--- config.mk ---
export PLATFORM = sky130hd
export DESIGN_NAME = ksa_swapper
export DESIGN_NICKNAME = d
export VERILOG_FILES = /design/src/rtl/rc4_pkg.sv /design/src/rtl/ksa_swapper.sv
export SDC_FILE = /design/constraint.sdc
export NUM_CORES = 1
export LEC_CHECK = 0
export ABC_CLOCK_PERIOD_IN_PS = 8100
export BUFFER_PORTS_ARGS = -buffer_cell sky130_fd_sc_hd__buf_2
export CORE_ASPECT_RATIO = 0.5
export CORE_UTILIZATION = 58
export DETAILED_ROUTE_END_ITERATION = 12
export GPL_ROUTABILITY_DRIVEN = 0
export PLACE_DENSITY = 0.85
export SLEW_MARGIN = 10
export SYNTH_ARGS = -nofsm -noshare
export SYNTH_HDL_FRONTEND = slang
export SYNTH_SLANG_ARGS = --single-unit
--- constraint.sdc ---
create_clock -name clk -period 8.1 [get_ports clk]
set_input_delay 0.405 -clock clk [delete_from_list [all_inputs] [get_ports clk]]
set_output_delay 0.405 -clock clk [all_outputs]
set_load 0.1 [all_outputs]
--- src/rtl/rc4_pkg.sv ---
// Shared RC4 definitions for the S-array RAM controller slice.
package rc4_pkg;

  localparam int unsigned RAM_WIDTH_DEF  = 8;
  localparam int unsigned RAM_SIZE_DEF   = 256;
  localparam int unsigned KEY_LENGTH_DEF = 3;

  // Mode codes used by ramcontroller to select the active S-array engine.
  localparam logic [2:0] MODE_IDLE = 3'b000;
  localparam logic [2:0] MODE_INIT = 3'b001;
  localparam logic [2:0] MODE_KSA  = 3'b010;

  typedef enum logic [2:0] {
    IDLE,
    READ_I,
    CAPT_I,
    READ_J,
    CAPT_J,
    WRITE_I,
    WRITE_J,
    DONE
  } ksa_state_t;

endpackage

--- src/rtl/ksa_swapper.sv ---
// RC4 key-scheduling engine: read-modify-write swap pass over the S array.
module ksa_swapper
  import rc4_pkg::*;
#(
  parameter int unsigned RAM_WIDTH  = RAM_WIDTH_DEF,
  parameter int unsigned RAM_SIZE   = RAM_SIZE_DEF,
  parameter int unsigned KEY_LENGTH = KEY_LENGTH_DEF
) (
  input  logic                            clk,
  input  logic                            reset,
  input  logic                            start,
  output logic                            finished,
  input  logic [KEY_LENGTH*RAM_WIDTH-1:0] secret_key,
  output logic [RAM_WIDTH-1:0]            address,
  output logic [RAM_WIDTH-1:0]            ram_in,
  output logic                            write_enable,
  input  logic [RAM_WIDTH-1:0]            ram_out
);

  localparam int unsigned KW = (KEY_LENGTH > 1) ? $clog2(KEY_LENGTH) : 1;

  ksa_state_t           state;
  logic [RAM_WIDTH-1:0] i;
  logic [RAM_WIDTH-1:0] j;
  logic [RAM_WIDTH-1:0] si;
  logic [RAM_WIDTH-1:0] sj;
  logic [KW-1:0]        key_idx;
  logic [RAM_WIDTH-1:0] key_byte;

  // Key byte 0 sits in the most significant byte of secret_key.
  always_comb begin
    key_byte = secret_key[(KEY_LENGTH - 32'(key_idx)) * RAM_WIDTH - 1 -: RAM_WIDTH];
  end

  // Sequencer and datapath registers; one cycle per state except IDLE/DONE.
  always_ff @(posedge clk) begin
    if (reset) begin
      state   <= IDLE;
      i       <= '0;
      j       <= '0;
      key_idx <= '0;
      si      <= '0;
      sj      <= '0;
    end else begin
      case (state)
        IDLE: begin
          if (start) begin
            i       <= '0;
            j       <= '0;
            key_idx <= '0;
            state   <= READ_I;
          end
        end
        READ_I: state <= CAPT_I;
        CAPT_I: begin
          si    <= ram_out;
          j     <= j + ram_out + key_byte;
          state <= READ_J;
        end
        READ_J: state <= CAPT_J;
        CAPT_J: begin
          sj    <= ram_out;
          state <= WRITE_I;
        end
        WRITE_I: state <= WRITE_J;
        WRITE_J: begin
          i       <= i + 1'b1;
          key_idx <= (key_idx == KW'(KEY_LENGTH - 1)) ? '0 : key_idx + 1'b1;
          state   <= (i == RAM_WIDTH'(RAM_SIZE - 1)) ? DONE : READ_I;
        end
        DONE: begin
          if (!start) state <= IDLE;
        end
        default: state <= IDLE;
      endcase
    end
  end

  // RAM port and status outputs decoded from state and registers.
  always_comb begin
    address      = '0;
    ram_in       = '0;
    write_enable = 1'b0;
    finished     = 1'b0;
    case (state)
      READ_I, CAPT_I: address = i;
      READ_J, CAPT_J: address = j;
      WRITE_I: begin
        address      = i;
        ram_in       = sj;
        write_enable = 1'b1;
      end
      WRITE_J: begin
        address      = j;
        ram_in       = si;
        write_enable = 1'b1;
      end
      DONE:    finished = 1'b1;
      default: ;
    endcase
  end

endmodule

==> results by stage <==
Worst setup path:
- The worst setup path is launched from a flip-flop.
- The data required time at the worst endpoint is between 8000 and 9000 ps.
- The delay of the slowest cell on the worst path is about 630 ps.
- In this run the worst setup path begins at key_idx[0].
- The data arrival time at the worst-slack endpoint is approximately 4300 ps.
- In this run the critical register-to-register path is launched from key_idx[0].
- The worst setup path is of the flip-flop to flip-flop kind.
- The internal reg-to-reg setup slack is slightly above 4000 ps.
- The maximum net fanout on the critical path is 14.
- Walking the worst path, the cells encountered are inv_1 > ha_1 > mux2i_1 > nor2_1 > a21oi_1 > nor2_1 > fa_1 > ha_1 > inv_1 > fa_1 > nand2b_1 > a21oi_1 > o22ai_1 > or4_1 > nand3_1.
- The element type at the critical path end is a flip-flop.
- The cell type of the slowest stage on the worst timing path is ha_1.

STA:
- The normalized max-slew margin is between 40 and 50%.
- The setup slack after layout is 4070 ps.
- The clock skew after layout is 7.56 ps.
- Setup repair after global routing left no endpoint under its margin.
- The post-route fraction of the period consumed by the critical path is between 40% and 50%.
- In the final timing run, aggregate negative setup slack is 0 ps.
- The count of final hold-check violations is 0.
- The smallest clock period supported by the final layout is computed as slightly above 4000 ps.
- The worst hold-check slack is 371 ps.
- The fmax is between 200 and 250 MHz.
- The total count of max-transition violations in the final report is 0.
- At the pin with the least slew margin, the transition time is about 830 ps.
- The number of setup violations in the final report is 0.

Routing:
- After the first detailed-routing iteration, the DRC count stood at 175.
- The residual DRC count is 0.
- The mean number of vias per cell is ~6.
- The final layout contains routed wiring with a total length of ~5700 um.
- After detailed routing, the average wire length per cell comes to 15.2 um.
- The final route contains 2252 vias.
- The total iterations of the first detailed-routing run is 5.
- The number of nets still failing antenna checks after routing is 0.

Placement:
- In this run the tool buffered the top-level ports with 52 buffer cells.
- The worst setup slack after placement is a little over 4000 ps.
- The HPWL after detailed placement is approximately 4200 um.

Yosys:
- The most common cell in the netlist is nor2_1.
- The share of the Yosys chip area taken by registers is a little under a third.
- The post-synthesis cell count is roughly 280.
- The cell type with the largest total area after synthesis is dfxtp_1.
- The total of flip-flops plus latches after synthesis is 37.
- The count of different cell masters after synthesis is between 40 and 50.
- Sorting the synthesized cells by area gives the leading types as dfxtp_1 (32%), nor2_1 (9.1%), fa_1 (6.9%), mux2i_1 (6.9%), ha_1 (5.4%).
- The total nets after synthesis is ~340.
- In the synthesized netlist, the cells that appear most often are nor2_1 (56), dfxtp_1 (37), nand2_1 (25).
- The synthesized netlist devotes between 10% and 20% of its cell area to compound gates.
- In the synthesized netlist the async set-or-reset flop fraction comes to 0%.
- After synthesis, the largest area contributor takes up between 30% and 40% of total cell area.
- The number of warnings reported in the yosys synthesis log is 0.
- The synthesized netlist devotes 22.5% of its cell area to simple gates.
- The xor-xnor portion of the synthesized cell area is roughly 2.3%.
- In the synthesized netlist, mux cells make up ~8% of the area.
- The combinational family with the most area after synthesis is simple AND/OR/NAND/NOR gates.
- The synthesized netlist devotes 12.3% of its cell area to adder and majority cells.
- The number of synthesized flops with an enable pin is 0.
- For this run, the leading register cell type out of synthesis is dfxtp_1.
- The synthesized cell area is 2320 sq um.
- Dividing the synthesized area by the synthesized cell count gives between 8 and 9 sq um.

Clock tree:
- The cell sitting at the root of the clock tree is a clkbuf_8.
- Post-CTS repair changed the size of 0 cells.
- TritonCTS built the clock tree.
- Buffers added to address setup during post-CTS repair amount to 0.
- Clock-pin slew was measured on the worst setup and hold paths at roughly 80 ps.
- After clock tree synthesis, the flow added hold-fix buffers numbering 0.
- The CTS buffer count is 5.
- The later pin in the worst-skew pair is clocked with a latency of approximately 300 ps.
- The clock tree synthesis step divided the H-tree into 2 levels.
- The clock drives 37 sinks.
- The largest buffer count on any clock path is 2.

Final layout:
- The antenna diode count is 0.
- After the last flow step, the layout net total stands at about 380.
- The fraction of final layout cells with drive strength greater than 1 is a little over a fifth.
- The area growth from synthesis to layout is 14.8%.

Worst hold path:
- The type of the worst min-delay path is input port to flip-flop.
- The beginning of the worst hold path is ram_out[7].

Global route:
- The total routing usage reported by global routing is ~29%.
- The first global-routing pass estimated 9290 um of wire.
- The via count of the first global-routing pass was roughly 2000.
- Global routing finished with a remaining overflow of 0.
- Entering global routing, the biggest net connects 40 pins.
- The number of antenna violations at the first check in global routing is 0.

Flow run:
- The max-cap check violation count is 0.

Power:
- VDD sags by at most about 0.08 mV.
- For this design the static power due to leakage is roughly 1.1 nW.
- The power per cell area is ~160 nW/um^2.

Floorplan:
- The horizontal die dimension is slightly above 90 um.
- The area inside the core boundary is 3620 sq um.
- The die covers 4270 sq um.
- In this run the core area contains 15 standard-cell rows.
- The initial utilization of the core area, before any placement, comes to 64.1%.
- Measured along the y axis, the die boundary spans between 40 and 50 um.
- The count of boundary I/O pins is 53.

Outcome:
- The flow ran to the end, and the final reports show no timing, DRC or antenna violations.
path summary, 6_finish.rpt:
path | depth (start not counted) | end
max | 15 | j[7]
min | 3 | si[7]
max reg2reg | 15 | j[7]
min reg2reg | 2 | si[4]
placed cells by master (no fill, tap or decap), types with 2 or more instances in the layout:
cell and instances:
a21oi_1 23, a22o_1 7, a22oi_1 14, a31oi_1 3
a32oi_1 2, and3_1 4, buf_2 52, clkbuf_8 6
dfxtp_1 37, fa_1 8, ha_1 10, inv_1 7
mux2_2 2, mux2i_1 16, nand2_1 25, nand2b_1 5
nand3_1 7, nand3b_1 2, nand4_1 2, nor2_1 56
nor2b_1 4, nor3_1 2, o21ai_0 3, or2_2 2
xnor2_1 3, xor2_1 3
critical path: cells and delay by family (launching register included):
kind	cells	cell delay, ps
muxes	1	240
DFF	1	580
AOI/OAI and AO/OA	3	430
buffers and inverters	2	200
adders and majority gates	4	1730
and+or+nand+nor	5	800
cell families (layout without fill, tap and decap cells):
group | count (synthesis) | count (layout)
simple gates | 116 | 116
fa+ha+maj | 18 | 18
buf+inv | 25 | 68
flops | 37 | 37
xor+xnor | 6 | 6
mux | 18 | 18
compound gates | 63 | 63
power by group:
group          internal (mW)  switching, mW  leakage (nW)
Combinational         0.0396         0.0624         0.764
Sequential             0.189        0.00914         0.299
Clock                 0.0690         0.0704        0.0512
final cells by class:
class,instances,area (sq um)
Clock buffer,6,82.6
Clock inverter,2,13.8
Fill cell,291,958
Inverter,7,26.3
Multi-Input combinational cell,221,1470
Sequential cell,37,741
Tap cell,51,63.8
Timing Repair Buffer,53,268
metal layers:
metal,share of wire (%),GRT usage (%),up-vias
met1,43,37.9,1050
met3,9.1,6.63,13
met5,0,0,-
met4,1.4,10.8,0
met2,46,47.8,120
li1,-,-,1069
state kept, by name (all words and copies together) (netlist names):
name     cells
i            8
j            8
si           8
key_idx      2
sj           8
state        3
metrics by stage:
stage          utilization [%]  total power [mW]  area (sq um)  instances
2_1_floorplan                -             0.273          2320        283
3_3_place_gp              70.9             0.297          2570        369
3_5_place_dp              70.9             0.301          2570        369
4_1_cts                   73.5             0.439          2660        377
5_1_grt                   73.5             0.459          2660        377
6_report                  73.5             0.439          2660        377
Note: power is estimated with default switching activity, not from simulation.
